<file path="config.mk">
export PLATFORM = sky130hd
export DESIGN_NAME = fc_neuron_mac
export DESIGN_NICKNAME = d
export VERILOG_FILES = /design/src/rtl/fc_neuron_mac.sv
export SDC_FILE = /design/constraint.sdc
export NUM_CORES = 1
export LEC_CHECK = 0
export CORE_ASPECT_RATIO = 0.8
export CORE_MARGIN = 2
export CORE_UTILIZATION = 30
export CTS_CLUSTER_DIAMETER = 200
export DETAILED_ROUTE_END_ITERATION = 10
export SLEW_MARGIN = 20
export SYNTH_ARGS = -nofsm -noshare
export SYNTH_HDL_FRONTEND = slang
export SYNTH_SLANG_ARGS = --single-unit
</file>
<file path="constraint.sdc">
create_clock -name clk -period 12.31 [get_ports clk]
set_input_delay 2.462 -clock clk [delete_from_list [all_inputs] [get_ports clk]]
set_output_delay 2.462 -clock clk [all_outputs]
set_load 0.005 [all_outputs]
</file>
<file path="src/rtl/fc_neuron_mac.sv">
// fc_neuron_mac: time-multiplexed signed dot product, LANES products per beat,
// with optional ReLU on the accumulated result and valid/ready on both sides.
module fc_neuron_mac #(
  parameter int unsigned WIDTH = 8,
  parameter int unsigned IN    = 128,
  parameter int unsigned LANES = 4,
  localparam int unsigned OW   = 2 * WIDTH + $clog2(IN)
) (
  input  logic                    clk,
  input  logic                    rst_n,
  input  logic signed [WIDTH-1:0] x [0:LANES-1],
  input  logic signed [WIDTH-1:0] w [0:LANES-1],
  input  logic                    relu_en,
  input  logic                    in_valid,
  output logic                    in_ready,
  output logic signed [OW-1:0]    z,
  output logic                    out_valid,
  input  logic                    out_ready
);

  localparam int unsigned PW    = 2 * WIDTH;
  localparam int unsigned BEATS = (IN + LANES - 1) / LANES;
  localparam int unsigned BCW   = (BEATS > 1) ? $clog2(BEATS) : 1;
  localparam logic [BCW-1:0] LAST_BEAT  = BCW'(BEATS - 1);
  localparam logic [1:0]     FLUSH_LAST = 2'd2;

  typedef enum logic [1:0] {
    ST_ACCUM,
    ST_FLUSH,
    ST_OUT
  } state_t;

  state_t state;
  state_t state_next;

  logic [BCW-1:0]       beat_cnt;
  logic [1:0]           flush_cnt;
  logic                 relu_q;

  logic                 accept_c;
  logic                 handshake_c;
  logic                 last_beat_c;
  logic                 first_beat_c;
  logic                 load_z_c;

  logic signed [PW-1:0] prod_c [0:LANES-1];
  logic signed [PW-1:0] prod_q [0:LANES-1];
  logic                 p_valid;
  logic                 p_first;
  logic signed [OW-1:0] lane_sum_c;
  logic signed [OW-1:0] acc;

  assign accept_c     = in_valid && in_ready;
  assign handshake_c  = out_valid && out_ready;
  assign last_beat_c  = (beat_cnt == LAST_BEAT);
  assign first_beat_c = (beat_cnt == '0);
  // S1-S2 need two flush cycles to settle acc; the third edge registers z.
  assign load_z_c     = (state == ST_FLUSH) && (flush_cnt == FLUSH_LAST);

  // Full-width signed products; lanes past the end of the vector contribute zero.
  always_comb begin
    for (int l = 0; l < int'(LANES); l++) begin
      prod_c[l] = '0;
      if ((int'(beat_cnt) * int'(LANES) + l) < int'(IN)) begin
        prod_c[l] = PW'(x[l]) * PW'(w[l]);
      end
    end
  end

  // Sign-extended sum of the registered lane products.
  always_comb begin
    lane_sum_c = '0;
    for (int l = 0; l < int'(LANES); l++) begin
      lane_sum_c = lane_sum_c + OW'(prod_q[l]);
    end
  end

  // State register.
  always_ff @(posedge clk or negedge rst_n) begin
    if (!rst_n) begin
      state <= ST_ACCUM;
    end else begin
      state <= state_next;
    end
  end

  // Next-state logic.
  always_comb begin
    state_next = state;
    unique case (state)
      ST_ACCUM: if (accept_c && last_beat_c) state_next = ST_FLUSH;
      ST_FLUSH: if (flush_cnt == FLUSH_LAST) state_next = ST_OUT;
      ST_OUT:   if (handshake_c) state_next = ST_ACCUM;
      default:  state_next = ST_ACCUM;
    endcase
  end

  // Registered handshake outputs, beat/flush counters and captured ReLU mode.
  always_ff @(posedge clk or negedge rst_n) begin
    if (!rst_n) begin
      in_ready  <= 1'b0;
      out_valid <= 1'b0;
      beat_cnt  <= '0;
      flush_cnt <= '0;
      relu_q    <= 1'b0;
    end else begin
      in_ready  <= (state_next == ST_ACCUM);
      out_valid <= (state_next == ST_OUT);
      flush_cnt <= (state == ST_FLUSH) ? flush_cnt + 2'd1 : 2'd0;
      if (accept_c) begin
        beat_cnt <= last_beat_c ? '0 : beat_cnt + BCW'(1);
        if (first_beat_c) begin
          relu_q <= relu_en;
        end
      end
    end
  end

  // S1: register masked products of each accepted beat.
  always_ff @(posedge clk or negedge rst_n) begin
    if (!rst_n) begin
      for (int l = 0; l < int'(LANES); l++) begin
        prod_q[l] <= '0;
      end
      p_valid <= 1'b0;
      p_first <= 1'b0;
    end else begin
      p_valid <= accept_c;
      p_first <= accept_c && first_beat_c;
      if (accept_c) begin
        prod_q <= prod_c;
      end
    end
  end

  // S2: accumulate; beat 0 starts from zero, the output handshake clears.
  always_ff @(posedge clk or negedge rst_n) begin
    if (!rst_n) begin
      acc <= '0;
    end else if (handshake_c) begin
      acc <= '0;
    end else if (p_valid) begin
      acc <= (p_first ? OW'(0) : acc) + lane_sum_c;
    end
  end

  // S3: register the result with optional ReLU when entering OUT.
  always_ff @(posedge clk or negedge rst_n) begin
    if (!rst_n) begin
      z <= '0;
    end else if (load_z_c) begin
      z <= (relu_q && acc[OW-1]) ? OW'(0) : acc;
    end
  end

endmodule

</file>
==> key figures <==
Outcome
  – Outcome: finished, final reports clean

Clock tree
  – CTS Buf Count: 17
  – Post-CTS Setup Bufs: 0
  – Post_cts resized: 0
  – Clk Latency, worst-skew pair: 0.42 ns
  – TritonCTS clock tree: done
  – Deepest clock path buffer count: 2
  – Num Clock Sinks: 124
  – CTS clk-pin slew, worst paths: 0.06 ns
  – Hold Buf Count CTS: 0
  – Root buf cell: clkbuf_16
  – H-tree Lvls: 4

STA
  – Unrepaired setup endpoints after global routing: false
  – Max Fclk: between 0.1 and 0.15 GHz
  – TNS Setup: 0 ns
  – Final Hold Vio Count: 0
  – Fin crit period: 6.767 ns
  – Worst Tran Pin Value: 0.7898 ns
  – Worst Skew: ~0.012 ns
  – Setup Viol. Count Final: 0
  – Tcrit/Tclk final: 54.97%
  – Slew headroom: a little under half
  – Max Slew Vio Count: 0

Placement
  – Placed cells: 2750
  – Final Wtd Congestion: 0.8357
  – Post-DP HPWL: between 30 and 40 mm
  – IO Port Bufs: 93
  – Placement Cell Area: roughly 19000 um^2

Logic synthesis
  – Most common cell in the netlist: inv_1
  – Post-synthesis cell area: 17500 um^2
  – Syn Inst Count: ~1900
  – #FFs+latches synth: 124
  – Top cell type by total area after synthesis: fa_1
  – Top_reg_cell synth: dfrtp_1
  – XOR/XNOR share of the synthesized area: 3.153%
  – Register area share after synthesis: 17.73%
  – Synth Area in Simple Gates: 15.46%
  – Mux share of post-synthesis cell area: 1.502%
  – Synth cell count leaders: inv_1, fa_1, nand2_1
  – Synth Area in Compound Gates: 10.12%
  – Asr flop ratio synth: 100.0%
  – Post-Synth Adder-Cell Area: between 40% and 50%
  – Average size of a mapped cell: 9.128 um^2
  – Share of the synthesized area in the top cell type: approximately a third
  – Syn. warnings: 0
  – Top area cells in the synthesized netlist: fa_1, dfrtp_1, ha_1
  – Main combinational cell family by area after synthesis: adder cells
  – Post-Syn Nets: 2404
  – Post-synth EDFFs: 0
  – Yosys cell types: 61

Worst setup path
  – Critical Path AT: 7.12 ns
  – CP Max Fanout: 8
  – Worst path required time: 12.67 ns
  – Worst Setup End Kind: register
  – CP Launch Type: input port
  – Critical path type: input port to register

Drt
  – ANT nets after route: 0
  – Via count: 12390
  – Detailed router's first-iteration violation count: 553
  – Vias per Instance: 4.454
  – Drt total wl: 38.70 mm
  – DRT Pass-1 Iters: 6
  – Drt wl/cell: 13.91 um
  – Drc violations: 0

Die
  – Starting density of the core: 30.21%
  – Die ar.: 60290 um^2
  – Core area: 57920 um^2
  – Core Rows: 79
  – Die width: about 270 um
  – IO Pins: 94
  – Die Ht: between 200 and 250 um

GRT
  – First-pass GRT wire length: ~66 mm
  – Overall routing resource usage: between 10% and 20%
  – Initial antenna violation count: 2
  – Largest net degree at the start of global routing: ~80
  – Vias in the first global route: 13100
  – Grt ovf: 0

Finish
  – Area Overhead vs Synth: 13.99%
  – Layout net count: 2487
  – Final instance area: around 20000 um^2
  – Multi-input gate area: 12590 um^2
  – Share of layout cells above drive strength 1: 3.477%
  – Fillcell total: between 5000 and 6000
  – Layout Cells excl Fill: 2782
  – Antenna cells: 0
  – Register area: 3103 um^2

Worst hold path
  – HP Class: register to register

Flow run
  – Max cap viols: 0
[sequential cells by signal, indices dropped and copies added, names as in the netlist]
signal     count
prod_q        64
beat_cnt       5
relu_q         1
p_first        1
acc           23
p_valid        1
z             23
flush_cnt      2
out_valid      1
in_ready       1
state          2
[critical path, stage by stage]
cell             delay (ns)
clkdlybuf4s50_1        0.53
and2_1                 0.24
fa_1                   0.55
inv_1                  0.06
fa_1                   0.55
inv_1                  0.05
fa_1                   0.47
inv_1                  0.05
fa_1                   0.47
inv_1                  0.04
ha_1                   0.37
o21ai_1                0.12
a21boi_1               0.28
o31a_1                 0.22
o211ai_1               0.13
a2111oi_0              0.37
nand3b_1               0.15
[placed cells by master (no fill, tap or decap), drive strengths merged, types with 8 or more instances in the layout]
cell	synthesis	routed
inv	450	450
fa	274	274
nand2	202	202
and2	158	158
ha	144	144
dfrtp	124	124
o21ai	112	112
clkdlybuf4s50	0	92
nor2	50	50
a21oi	50	50
xnor2	47	47
nor2b	34	34
nand2b	33	33
clkbuf	29	22
a21o	21	21
nor3	19	19
a211oi	17	17
xor2	16	16
mux2i	15	15
o21a	11	11
o21bai	11	11
mux2	10	10
o211ai	10	10
nand3b	9	9
o31ai	8	8
[stage by stage]
stage	hold WS, ns	setup slack (ns)	util (%)
5_1_grt	0.4443	5.275	34.44
2_1_floorplan	0.4025	6.102	-
3_3_place_gp	0.4151	5.311	33.33
3_5_place_dp	0.4178	5.141	33.33
4_1_cts	0.4254	5.580	34.43
6_report	0.4225	5.543	34.44
[logic make-up after synthesis]
| logic type | after synthesis |
|---|---|
| AND/OR/NAND/NOR | 532 |
| buffers and inverters | 484 |
| adder cells (fa/ha/maj) | 418 |
| AO/OA/AOI/OAI | 271 |
| flip-flops | 124 |
| XOR/XNOR | 63 |
| multiplexers | 25 |
[layout make-up]
cell class | count | area share, %
flip-flops and latches | 124 | 15.56
inverters | 450 | 8.468
clock inverters | 10 | 0.8155
clock buffers | 22 | 2.377
well taps | 769 | 4.824
multi-input cells | 1309 | 63.10
repair buffers | 98 | 4.861
[final timing paths]
kind	start	depth (start not counted)	slack, ns	endpoint
max	x[5]	17	5.54	prod_q[14]
min	flush_cnt[0]	1	0.42	flush_cnt[0]
max reg2reg	prod_q[17]	14	7.85	acc[21]
min reg2reg	flush_cnt[0]	1	0.42	flush_cnt[0]
max in group asynchronous	rst_n	2	9.12	prod_q[19]
min in group asynchronous	rst_n	1	2.08	z[4]
[metal layers]
metal  vias to the layer above  global-route usage [%]  part of all wire, %
li1                       6068                       -                    -
met1                      6109                   19.14                   48
met2                       177                   22.21                   47
met3                        32                   2.005                  3.7
met4                         4                   2.355                  1.1
met5                         -                       0                0.070
Power is not shown: default switching activity piles up to over one toggle a cycle in this logic, so the estimate is an artifact.
